[config.mk]
export PLATFORM = sky130hd
export DESIGN_NAME = mul_link_host
export DESIGN_NICKNAME = d
export VERILOG_FILES = /design/src/rtl/mul_link_host.sv
export SDC_FILE = /design/constraint.sdc
export NUM_CORES = 1
export LEC_CHECK = 0
export ABC_AREA = 1
export ABC_CLOCK_PERIOD_IN_PS = 2750
export CAP_MARGIN = 40
export CORE_ASPECT_RATIO = 1.1
export CORE_MARGIN = 3
export CORE_UTILIZATION = 38
export DETAILED_ROUTE_END_ITERATION = 6
export GPL_TIMING_DRIVEN = 0
export SYNTH_ARGS = -nofsm -noshare
export SYNTH_HDL_FRONTEND = slang
export SYNTH_SLANG_ARGS = --single-unit
[constraint.sdc]
create_clock -name clk_i -period 2.75 [get_ports clk_i]
set_input_delay 0.55 -clock clk_i [delete_from_list [all_inputs] [get_ports clk_i]]
set_output_delay 0.55 -clock clk_i [all_outputs]
set_load 0.05 [all_outputs]
[src/rtl/mul_link_host.sv]
// Host end of the multiplier test link: streams {A, B[15:8], B[7:0]} to the DUT and
// reassembles the 24-bit product from the DUT's rotating output-byte slots.
module mul_link_host #(
    parameter bit         CHECK_SUM = 1'b1,
    parameter logic [7:0] IDLE_BYTE = 8'h00
) (
    input  logic        clk_i,
    input  logic        rst_ni,
    input  logic        req_valid_i,
    output logic        req_ready_o,
    input  logic [7:0]  req_a_i,
    input  logic [15:0] req_b_i,
    output logic        res_valid_o,
    input  logic        res_ready_i,
    output logic [23:0] res_product_o,
    output logic        res_sum_err_o,
    output logic [7:0]  link_out_o,
    input  logic [7:0]  link_in_i,
    input  logic [7:0]  link_sum_i
);

    typedef enum logic [1:0] {StIdle, StStream, StDone} state_e;

    state_e      state_q, state_d;
    logic [1:0]  word_ref_q, word_ref_d;
    logic [1:0]  frame_q, frame_d;
    logic        primed_q, primed_d;
    logic [2:0]  got_q, got_d;
    logic        err_q, err_d;
    logic [7:0]  link_out_q, link_out_d;
    logic [7:0]  a_q, a_d;
    logic [15:0] b_q, b_d;
    logic [23:0] product_q, product_d;

    logic [1:0]  frame_next;
    logic [7:0]  next_byte;
    logic [7:0]  exp_sum;

    always_ff @(posedge clk_i or negedge rst_ni) begin
        if (!rst_ni) begin
            state_q    <= StIdle;
            word_ref_q <= 2'd0;
            frame_q    <= 2'd0;
            primed_q   <= 1'b0;
            got_q      <= 3'b000;
            err_q      <= 1'b0;
            link_out_q <= IDLE_BYTE;
            a_q        <= 8'h00;
            b_q        <= 16'h0000;
            product_q  <= 24'h000000;
        end else begin
            state_q    <= state_d;
            word_ref_q <= word_ref_d;
            frame_q    <= frame_d;
            primed_q   <= primed_d;
            got_q      <= got_d;
            err_q      <= err_d;
            link_out_q <= link_out_d;
            a_q        <= a_d;
            b_q        <= b_d;
            product_q  <= product_d;
        end
    end

    assign frame_next = (frame_q == 2'd2) ? 2'd0 : frame_q + 2'd1;
    assign exp_sum    = a_q + b_q[7:0];

    always_comb begin
        case (frame_next)
            2'd0:    next_byte = a_q;
            2'd1:    next_byte = b_q[15:8];
            default: next_byte = b_q[7:0];
        endcase
    end

    always_comb begin
        state_d    = state_q;
        word_ref_d = word_ref_q + 2'd1;
        frame_d    = frame_q;
        primed_d   = primed_q;
        got_d      = got_q;
        err_d      = err_q;
        link_out_d = IDLE_BYTE;
        a_d        = a_q;
        b_d        = b_q;
        product_d  = product_q;

        case (state_q)
            StIdle: begin
                if (req_valid_i) begin
                    a_d        = req_a_i;
                    b_d        = req_b_i;
                    link_out_d = req_a_i;
                    frame_d    = 2'd0;
                    primed_d   = 1'b0;
                    got_d      = 3'b000;
                    err_d      = 1'b0;
                    product_d  = 24'h000000;
                    state_d    = StStream;
                end
            end
            StStream: begin
                frame_d    = frame_next;
                link_out_d = next_byte;
                primed_d   = primed_q | (frame_q == 2'd2);
                // Aligned cycle: DUT shift register holds {A, Bhi, Blo}.
                if (primed_q && frame_q == 2'd0) begin
                    case (word_ref_q)
                        2'd0: if (!got_q[0]) begin product_d[7:0]   = link_in_i; got_d[0] = 1'b1; end
                        2'd1: if (!got_q[1]) begin product_d[15:8]  = link_in_i; got_d[1] = 1'b1; end
                        2'd2: if (!got_q[2]) begin product_d[23:16] = link_in_i; got_d[2] = 1'b1; end
                        default: ;
                    endcase
                    if (CHECK_SUM && link_sum_i != exp_sum) err_d = 1'b1;
                end
                if (got_d == 3'b111) begin
                    state_d    = StDone;
                    link_out_d = IDLE_BYTE;
                end
            end
            StDone: begin
                if (res_ready_i) state_d = StIdle;
            end
            default: state_d = StIdle;
        endcase
    end

    assign req_ready_o   = (state_q == StIdle);
    assign res_valid_o   = (state_q == StDone);
    assign res_product_o = product_q;
    assign res_sum_err_o = CHECK_SUM ? err_q : 1'b0;
    assign link_out_o    = link_out_q;

endmodule

### Word-level counts from Yosys, hierarchy flattened

Index checks and enable logic that the tools add are counted.
Widths: inputs -> output; s select.

* output and inout bits: 35
* flip-flop bits (word level): 67
* input bits: 44
* word-level logic and storage cells: 80

* add/subtract/negate cells: 3
* bitwise operators: 1
* reductions and logical operators: 13
* equal/unequal tests: 19
* mux-type cells: 32

Operator list (count)
* $mux 8: 8
* $mux 24: 2
* $pmux 24 s2: 1
* $pmux 8 s2: 2
* $reduce_and 5->1: 3
* $ne 2x2->1 const B: 7
* $mux 2: 5
* $mux 3: 3
* $add 8x8->8: 1
* $logic_not 2->1: 4
* $ne 2x1->1 const B: 4
* $ne 8x8->1: 1
* $eq 2x1->1 const B: 3
* $eq 2x2->1 const B: 3
* $mux 1: 6
* $pmux 2 s3: 1
* $pmux 3 s2: 1
* $add 2x1->2 const B: 2
* $pmux 1 s2: 2
* $pmux 2 s2: 1
* $reduce_and 2->1: 2
* $reduce_and 4->1: 1
* $eq 3x3->1 const B: 1
* $reduce_and 3->1: 1
* other kinds (3): 3

### Depth between registers and ports, before layout

Gate-level depths: netlist of run 1.

* word-level depth: 7
* mapped depth: 13

### Worst setup path before layout of run 1

No wires, ideal clock.

* path type: register -> register
* from: register state_q[1]
* to: register product_q[14] (netlist: res_product_o[14])
* period minus slack after synthesis: 2.029 ns
* stages on the path, launching flop included: 8
* data required time: 2.628 ns
* slack: 0.721 ns
* arrival: 1.906 ns
* setup time: 0.122 ns
* cells stage by stage: dfrtp_1 > nor2_1 > nand2_2 > o21ai_4 > nand2_2 > buf_6 > nand2_1 > o21ai_1

* word-level cells in the longest chain between the ends: 3

RTL lines
* from (decl): RTL line 24 `state_e state_q, state_d;`
* from (signal assigned): RTL line 41 `state_q <= StIdle;`
* from (signal assigned): RTL line 52 `state_q <= state_d;`
* $logic_not 2->1 *
* named net req_ready_o: RTL line 10 `output logic req_ready_o,`
* $ne 2x2->1 (no source line) or $reduce_bool 2->1 (tied branches)
* $reduce_and 5->1 (no source line)
* to (signal assigned): RTL line 61 `product_q <= product_d;`
* to (decl): RTL line 33 `logic [23:0] product_q, product_d;`

The timed path passes the listed nets; every way through them passes the cells marked *.
A chain may end at the register's enable or synchronous reset.

### Worst setup path after layout of run 1

* from: register state_q[1]
* to: output port req_ready_o

* word-level cells in the longest chain between the ends: 1

RTL lines
* $logic_not 2->1: RTL line 128 `assign req_ready_o = (state_q == StIdle);`
* to (decl): RTL line 10

Every way passes these cells.

==> out/results.ini, run 1 <==
[logic_synthesis]
syn-num-nets = 442
synth_top_family_by_area = simple AND/OR/NAND/NOR gates
synth_xor_xnor_area_share_pct = 1.64
synth_edf_count = 0
synthMuxAreaShare_pct = 0
synth_area_per_cell_sq_um = 8.28
ys.flop_type = dfrtp_1
synth_cell_types = 26
synth_fa_ha_area_share_pct = 4.53
yosys.area_share.simple_pct = 24.4
seq_area_frac_synth_pct = 52.3
postSynthCellCount = 387
synth_area_sq_um = 3210
ys_seq_elements = 67
async_reset_ff_share_pct = 100
yosys_warnings = 0
synth-compound-area-share_pct = 11.0

[cells_and_area]
drive_gt1_share_pct = 7.05
fin_nets = 532
fillers = 761
fin_area_sq_um = 4340
fin_cells = 590
n_antenna_cell = 0
area_growth_syn_to_layout_pct = 35.5

[placement]
dp.cells = 574
hpwl_um = 6140
placed_area_sq_um = 4140
port_buffers = 78
gp_congestion = 0.799

[cts]
clk_path_buf_depth = 2
clk_pin_slew_ns = 0.08
cts.sinks = 67
cts.htree.levels = 3
clk_latency_ns = 0.35
post-cts-setup-buffers = 0
cts_made_buffers = 9
cts-hold-fix-buffers = 0
cts-root-buf = clkbuf_8
ctsResizeCount = 0
cts_tree = done

[global_routing]
grt.total_usage_pct = 18.0
grt_max_degree = 35
grt_pass1_vias = 2647
antenna_found_initial = 0
gr-total-overflow = 0
grt_pass1_wl_um = 13300

[detailed_routing]
drtAntennaViolNets = 0
dr.pass1.iters = 4
viasPerCell = 4.71
wl_per_cell_um = 13.8
vias = 2778
drc_errors = 0
finalWirelength_um = 8140
drtIter0Drc = 174

[sta]
slew_headroom_pct = 63.4
fmax_ghz = 0.431
tightestPinTransition_ns = 0.548
drv_slew = 0
grt_setup_unrepaired = false
hold_slack_ns = 0.150
hold_viol = 0
period_minus_slack_ns = 2.32
finalCritPeriodShare_pct = 84.4
setup_violations = 0
finClkSkew_ns = 0.0135

[die]
coreArea_sq_um = 8040
rows = 34
die_x_um = 93.6
die_y_um = 102
die_area_sq_um = 9580
ios = 79
initial_core_util_pct = 39.9

[setup_path]
critPathKind = flop to primary output
crit_path_start_kind = flop
critPathMaxFanout = 3
cp-end-kind = primary output
crit_arrival_ns = 1.77
critPathRequiredTime_ns = 2.20

[power_and_ir_drop]
p_per_area_nw_per_um2 = 1300
p_leak_uw = 0.00218
vdd.ir_drop.worst_mv = 0.438
total_power_uw = 5650

[job]
drv_cap = 0

[min_path]
hold_path.class = primary input to async pin

[run_status]
status = finished, final reports clean

through the flow:
| step | TNS [ns] | setup WS, ns | utilization, % |
|---|---|---|---|
| after CTS | 0 | 0.401 | 54.0 |
| after floorplan | 0 | 0.721 | - |
| after detailed placement | 0 | 0.745 | 51.5 |
| after global placement | -79.92 | -1.20 | 51.3 |
| final | 0 | 0.429 | 54.0 |
| after global routing | 0 | 0.335 | 54.0 |
cells by family (layout without fill, tap and decap cells):
group | count (synthesis) | count (layout)
flip-flops | 67 | 67
AO/OA/AOI/OAI | 63 | 63
buffers and inverters | 46 | 141
AND/OR/NAND/NOR | 194 | 194
XOR/XNOR | 6 | 6
adder cells (fa/ha/maj) | 11 | 11
per-layer routing:
metal  vias up  wire [um]  global-route usage [%]
met3         8        378                    4.12
met5         -          0                       0
met1      1287       3980                    26.0
met4         0         95                    5.00
li1       1419          -                       -
met2        64       3690                    27.3
layout by cell type, fill, tap and decap left out, types with 2 or more instances in the layout:
| master | instances |
|---|---|
| nand3_1 | 14 |
| xor2_1 | 3 |
| o21bai_1 | 3 |
| clkbuf_1 | 4 |
| dfrtp_1 | 67 |
| nand2_1 | 163 |
| a21oi_1 | 13 |
| o22ai_1 | 2 |
| clkinvlp_4 | 2 |
| nand2_2 | 4 |
| a22oi_1 | 4 |
| ha_1 | 10 |
| o21ai_1 | 25 |
| nor2_1 | 9 |
| buf_6 | 3 |
| clkbuf_8 | 10 |
| clkdlybuf4s50_1 | 77 |
| inv_1 | 35 |
| buf_2 | 3 |
| nor2_4 | 2 |
| inv_2 | 2 |
| xnor2_1 | 3 |
| clkinv_4 | 2 |
| o21ai_0 | 13 |
path summary, 6_finish.rpt:
check / slack [ns] / depth (start not counted) / to / from
worst max register to register: 0.77 / 12 / res_sum_err_o$_DFFE_PN0P_ / a_q[0]$_DFFE_PN0P_
worst max-delay path: 0.43 / 2 / req_ready_o / state_q[1]$_DFFE_PN0P_
worst min-delay path: 0.15 / 1 / res_product_o[23]$_DFFE_PN0P_ / rst_ni
max in group asynchronous: 2.07 / 2 / a_q[2]$_DFFE_PN0P_ / rst_ni
min in group clk_i: 0.47 / 1 / word_ref_q[0]$_DFF_PN0_ / word_ref_q[0]$_DFF_PN0_
worst min register to register: 0.47 / 1 / word_ref_q[0]$_DFF_PN0_ / word_ref_q[0]$_DFF_PN0_
state kept, by name (all words and copies together), names as in the netlist:
name,flops
b_q,16
res_product_o,24
word_ref_q,2
frame_q,2
a_q,8
primed_q,1
state_q,2
res_sum_err_o,1
link_out_o,8
got_q,3
report_power, final:
part	leakage, uW	internal (uW)	switching, uW	total, uW
Clock	0.0000957	447	391	838
Combinational	0.00124	1090	2030	3120
Sequential	0.000842	1410	287	1700
Yosys cell counts (2+ instances only):
| cell type | number | area share (%) |
|---|---|---|
| a21oi_1 | 13 | 2.0 |
| a22oi_1 | 4 | 0.94 |
| buf_2 | 3 | 0.47 |
| buf_6 | 3 | 1.1 |
| clkbuf_1 | 3 | 0.35 |
| dfrtp_1 | 67 | 52 |
| ha_1 | 10 | 3.9 |
| inv_1 | 35 | 4.1 |
| inv_2 | 2 | 0.23 |
| nand2_1 | 163 | 19 |
| nand2_2 | 4 | 0.78 |
| nand3_1 | 14 | 2.2 |
| nor2_1 | 9 | 1.1 |
| nor2_4 | 2 | 0.70 |
| o21ai_0 | 13 | 2.0 |
| o21ai_1 | 25 | 3.9 |
| o21bai_1 | 3 | 0.70 |
| o22ai_1 | 2 | 0.39 |
| xnor2_1 | 3 | 0.82 |
| xor2_1 | 3 | 0.82 |
worst max-delay path, stage by stage, from the launching register on:
cell             delay, ns
dfrtp_1               0.42
nor2_1                0.19
clkdlybuf4s50_1       0.83
final cells by class:
class	count	area, sq um	share of cell area (%)
timing repair buffer	79	798	18.4
tap	108	135	3.11
buffer	9	60.1	1.38
clock inverter	5	62.6	1.44
sequential	67	1680	38.6
multi-input combinational	274	1330	30.6
clock buffer	11	141	3.26
inverter	37	139	3.20
No activity file was read; power rests on OpenSTA's default activity.
==> run 2: changes to the inputs <==
--- a/config.mk
+++ b/config.mk
@@ -6,13 +6,14 @@
 export NUM_CORES = 1
 export LEC_CHECK = 0
 export ABC_AREA = 1
-export ABC_CLOCK_PERIOD_IN_PS = 2750
+export ABC_CLOCK_PERIOD_IN_PS = 2000
 export CAP_MARGIN = 40
 export CORE_ASPECT_RATIO = 1.1
 export CORE_MARGIN = 3
 export CORE_UTILIZATION = 38
 export DETAILED_ROUTE_END_ITERATION = 6
 export GPL_TIMING_DRIVEN = 0
+export PLACE_DENSITY = 0.67
 export SYNTH_ARGS = -nofsm -noshare
 export SYNTH_HDL_FRONTEND = slang
 export SYNTH_SLANG_ARGS = --single-unit
==> constraint.sdc (replaced) <==
create_clock -name clk_i -period 2 [get_ports clk_i]
set_input_delay 0.4 -clock clk_i [delete_from_list [all_inputs] [get_ports clk_i]]
set_output_delay 0.4 -clock clk_i [all_outputs]
set_load 0.05 [all_outputs]
==> run 2 against run 1 <==
- first-iteration DRC count is 17% lower
- combinational power is 38% higher
- total power is 38% higher
- global-route usage is 0.51 points lower
- final area is 0.12% higher
- clock power is 46% higher
- non-clock buffer count stayed put
- sequential share of layout area hardly changed
- critical path type unchanged
- critical endpoint is now res_product_o[3]
==> out/results.ini, run 2 (synthesis results as in run 1) <==
[run_status]
status = finished, final reports clean

[cells_and_area]
fillers = 761
area_growth_syn_to_layout_pct = 35.6
drive_gt1_share_pct = 8.30
layout_commonest_cell = nand2_1
n_antenna_cell = 0
most-common-layout-cells = nand2_1, clkdlybuf4s50_1, dfrtp_1
largest_reg_flops = 24
fin_nets = 532

[setup_path]
crit_arrival_ns = 1.51
crit_buf_inv = 1
crit_path_start = res_product_o[3]$_DFFE_PN0P_
slowest_delay_ns = 0.82
critPathKind = flop to primary output
crit_path_start_kind = flop
critPathRequiredTime_ns = 1.60
cpLargestDelayFamily = buffers and inverters
cpMaxStageDelayCell = clkdlybuf4s50_1
cp-end-kind = primary output
crit_chain = clkdlybuf4s50_1
critPathMaxFanout = 2
r2r-start = a_q[0]$_DFFE_PN0P_

[detailed_routing]
vias = 2763
wl_per_cell_um = 13.3
drtAntennaViolNets = 0
finalWirelength_um = 7830
drtIter0Drc = 145
drc_errors = 0
viasPerCell = 4.68
dr.pass1.iters = 4

[sta]
tightestPinTransition_ns = 0.829
slew_headroom_pct = 44.7
setup_tns_ns = 0
period_minus_slack_ns = 1.91
drv_slew = 0
finClkSkew_ns = 0.0107
hold_viol = 0
setup_violations = 0
hold_slack_ns = 0.141
fmax_ghz = 0.522
grt_setup_unrepaired = false
finalCritPeriodShare_pct = 95.7

[cts]
cts-root-buf = clkbuf_8
clk_path_buf_depth = 2
cts.htree.levels = 3
cts.sinks = 67
cts_tree = done
clk_latency_ns = 0.34
clk_pin_slew_ns = 0.08
cts_made_buffers = 9

[min_path]
hold_path.class = primary input to async pin

[global_routing]
grt_max_degree = 68
grt_pass1_vias = 2679
antenna_found_initial = 0
gr-total-overflow = 0
grt_pass1_wl_um = 13100
grt.total_usage_pct = 17.5

[job]
drv_cap = 0

[die]
initial_core_util_pct = 39.9
ios = 79
die_x_um = 93.6
die_y_um = 102
rows = 34
coreArea_sq_um = 8040
die_area_sq_um = 9580

[placement]
hpwl_um = 5770
port_buffers = 78
gp_congestion = 0.883

[power_and_ir_drop]
p_per_area_nw_per_um2 = 1800
p_leak_uw = 0.00219
vdd.ir_drop.worst_mv = 0.636

## run 2: path summary, 6_finish.rpt
| check | to | slack [ns] | cells after the start |
|---|---|---|---|
| max | res_product_o[3] | 0.09 | 1 |
| min reg2reg | word_ref_q[0]$_DFF_PN0_ | 0.48 | 1 |
| max reg2reg | res_sum_err_o$_DFFE_PN0P_ | 0.15 | 12 |
| min in group clk_i | word_ref_q[0]$_DFF_PN0_ | 0.48 | 1 |
| max in group asynchronous | res_product_o[6]$_DFFE_PN0P_ | 1.30 | 1 |
| min | res_product_o[10]$_DFFE_PN0P_ | 0.14 | 1 |
## run 2: layout make-up
cell class	instances	area [sq um]	share of cell area (%)
Sequential cell	67	1680	38.6
Inverter	37	139	3.19
Clock buffer	9	124	2.85
Buffer	9	60.1	1.38
Tap cell	108	135	3.11
Multi-Input combinational cell	274	1340	30.9
Timing Repair Buffer	79	779	17.9
Clock inverter	7	91.3	2.10
## run 2: repair_timing
action                                  in CTS  in global routing
endpoints found under the hold margin        0                  0
hold buffers                                 0                  0
setup buffers                                0                  1
pin swaps                                    0                  0
endpoints found under the setup margin       2                  2
gates resized for setup                      2                  5
## run 2: layer usage
metal	global-route usage [%]	up-vias	wire (um)
met4	4.56	0	94
met3	3.98	9	412
met1	24.1	1276	3540
met5	0	-	0
met2	28.2	71	3780
li1	-	1407	-
## run 2: per-stage QoR
step / setup WS [ns] / total power, uW / utilization, % / instances / instance area (sq um)
6_report: 0.0851 / 7810 / 54.1 / 590 / 4350
5_1_grt: 0.00201 / 8460 / 54.1 / 590 / 4350
4_1_cts: 0.00253 / 7860 / 53.9 / 589 / 4330
3_5_place_dp: 0.0360 / 6610 / 51.3 / 573 / 4120
3_3_place_gp: -1.69 / 6540 / 51.3 / 573 / 4120
2_1_floorplan: 0.261 / 5320 / - / 387 / 3210
## run 2: power breakdown
part	internal [uW]	switching [uW]
clock network	699	522
registers	1940	354
logic	1500	2800
total	4140	3680
==> run 3: changes to the inputs <==
--- a/config.mk
+++ b/config.mk
@@ -6,14 +6,13 @@
 export NUM_CORES = 1
 export LEC_CHECK = 0
 export ABC_AREA = 1
-export ABC_CLOCK_PERIOD_IN_PS = 2000
+export ABC_CLOCK_PERIOD_IN_PS = 2400
 export CAP_MARGIN = 40
 export CORE_ASPECT_RATIO = 1.1
 export CORE_MARGIN = 3
 export CORE_UTILIZATION = 38
 export DETAILED_ROUTE_END_ITERATION = 6
 export GPL_TIMING_DRIVEN = 0
-export PLACE_DENSITY = 0.67
 export SYNTH_ARGS = -nofsm -noshare
 export SYNTH_HDL_FRONTEND = slang
 export SYNTH_SLANG_ARGS = --single-unit
==> constraint.sdc (replaced) <==
create_clock -name clk_i -period 2.4 [get_ports clk_i]
set_input_delay 0.48 -clock clk_i [delete_from_list [all_inputs] [get_ports clk_i]]
set_output_delay 0.48 -clock clk_i [all_outputs]
set_load 0.05 [all_outputs]
==> results of run 3 <==
Same layout as run 1 (identical final DEF). Status: finished, final reports clean.
Among the figures that moved: setup slack after placement 0.745 ns -> 0.422 ns; setup slack after layout 0.429 ns -> 0.149 ns; hold slack 0.150 ns -> 0.0802 ns; register-to-register setup slack 0.77 ns -> 0.42 ns; total power 5650 uW -> 6480 uW; worst IR drop on VDD 0.438 mV -> 0.502 mV
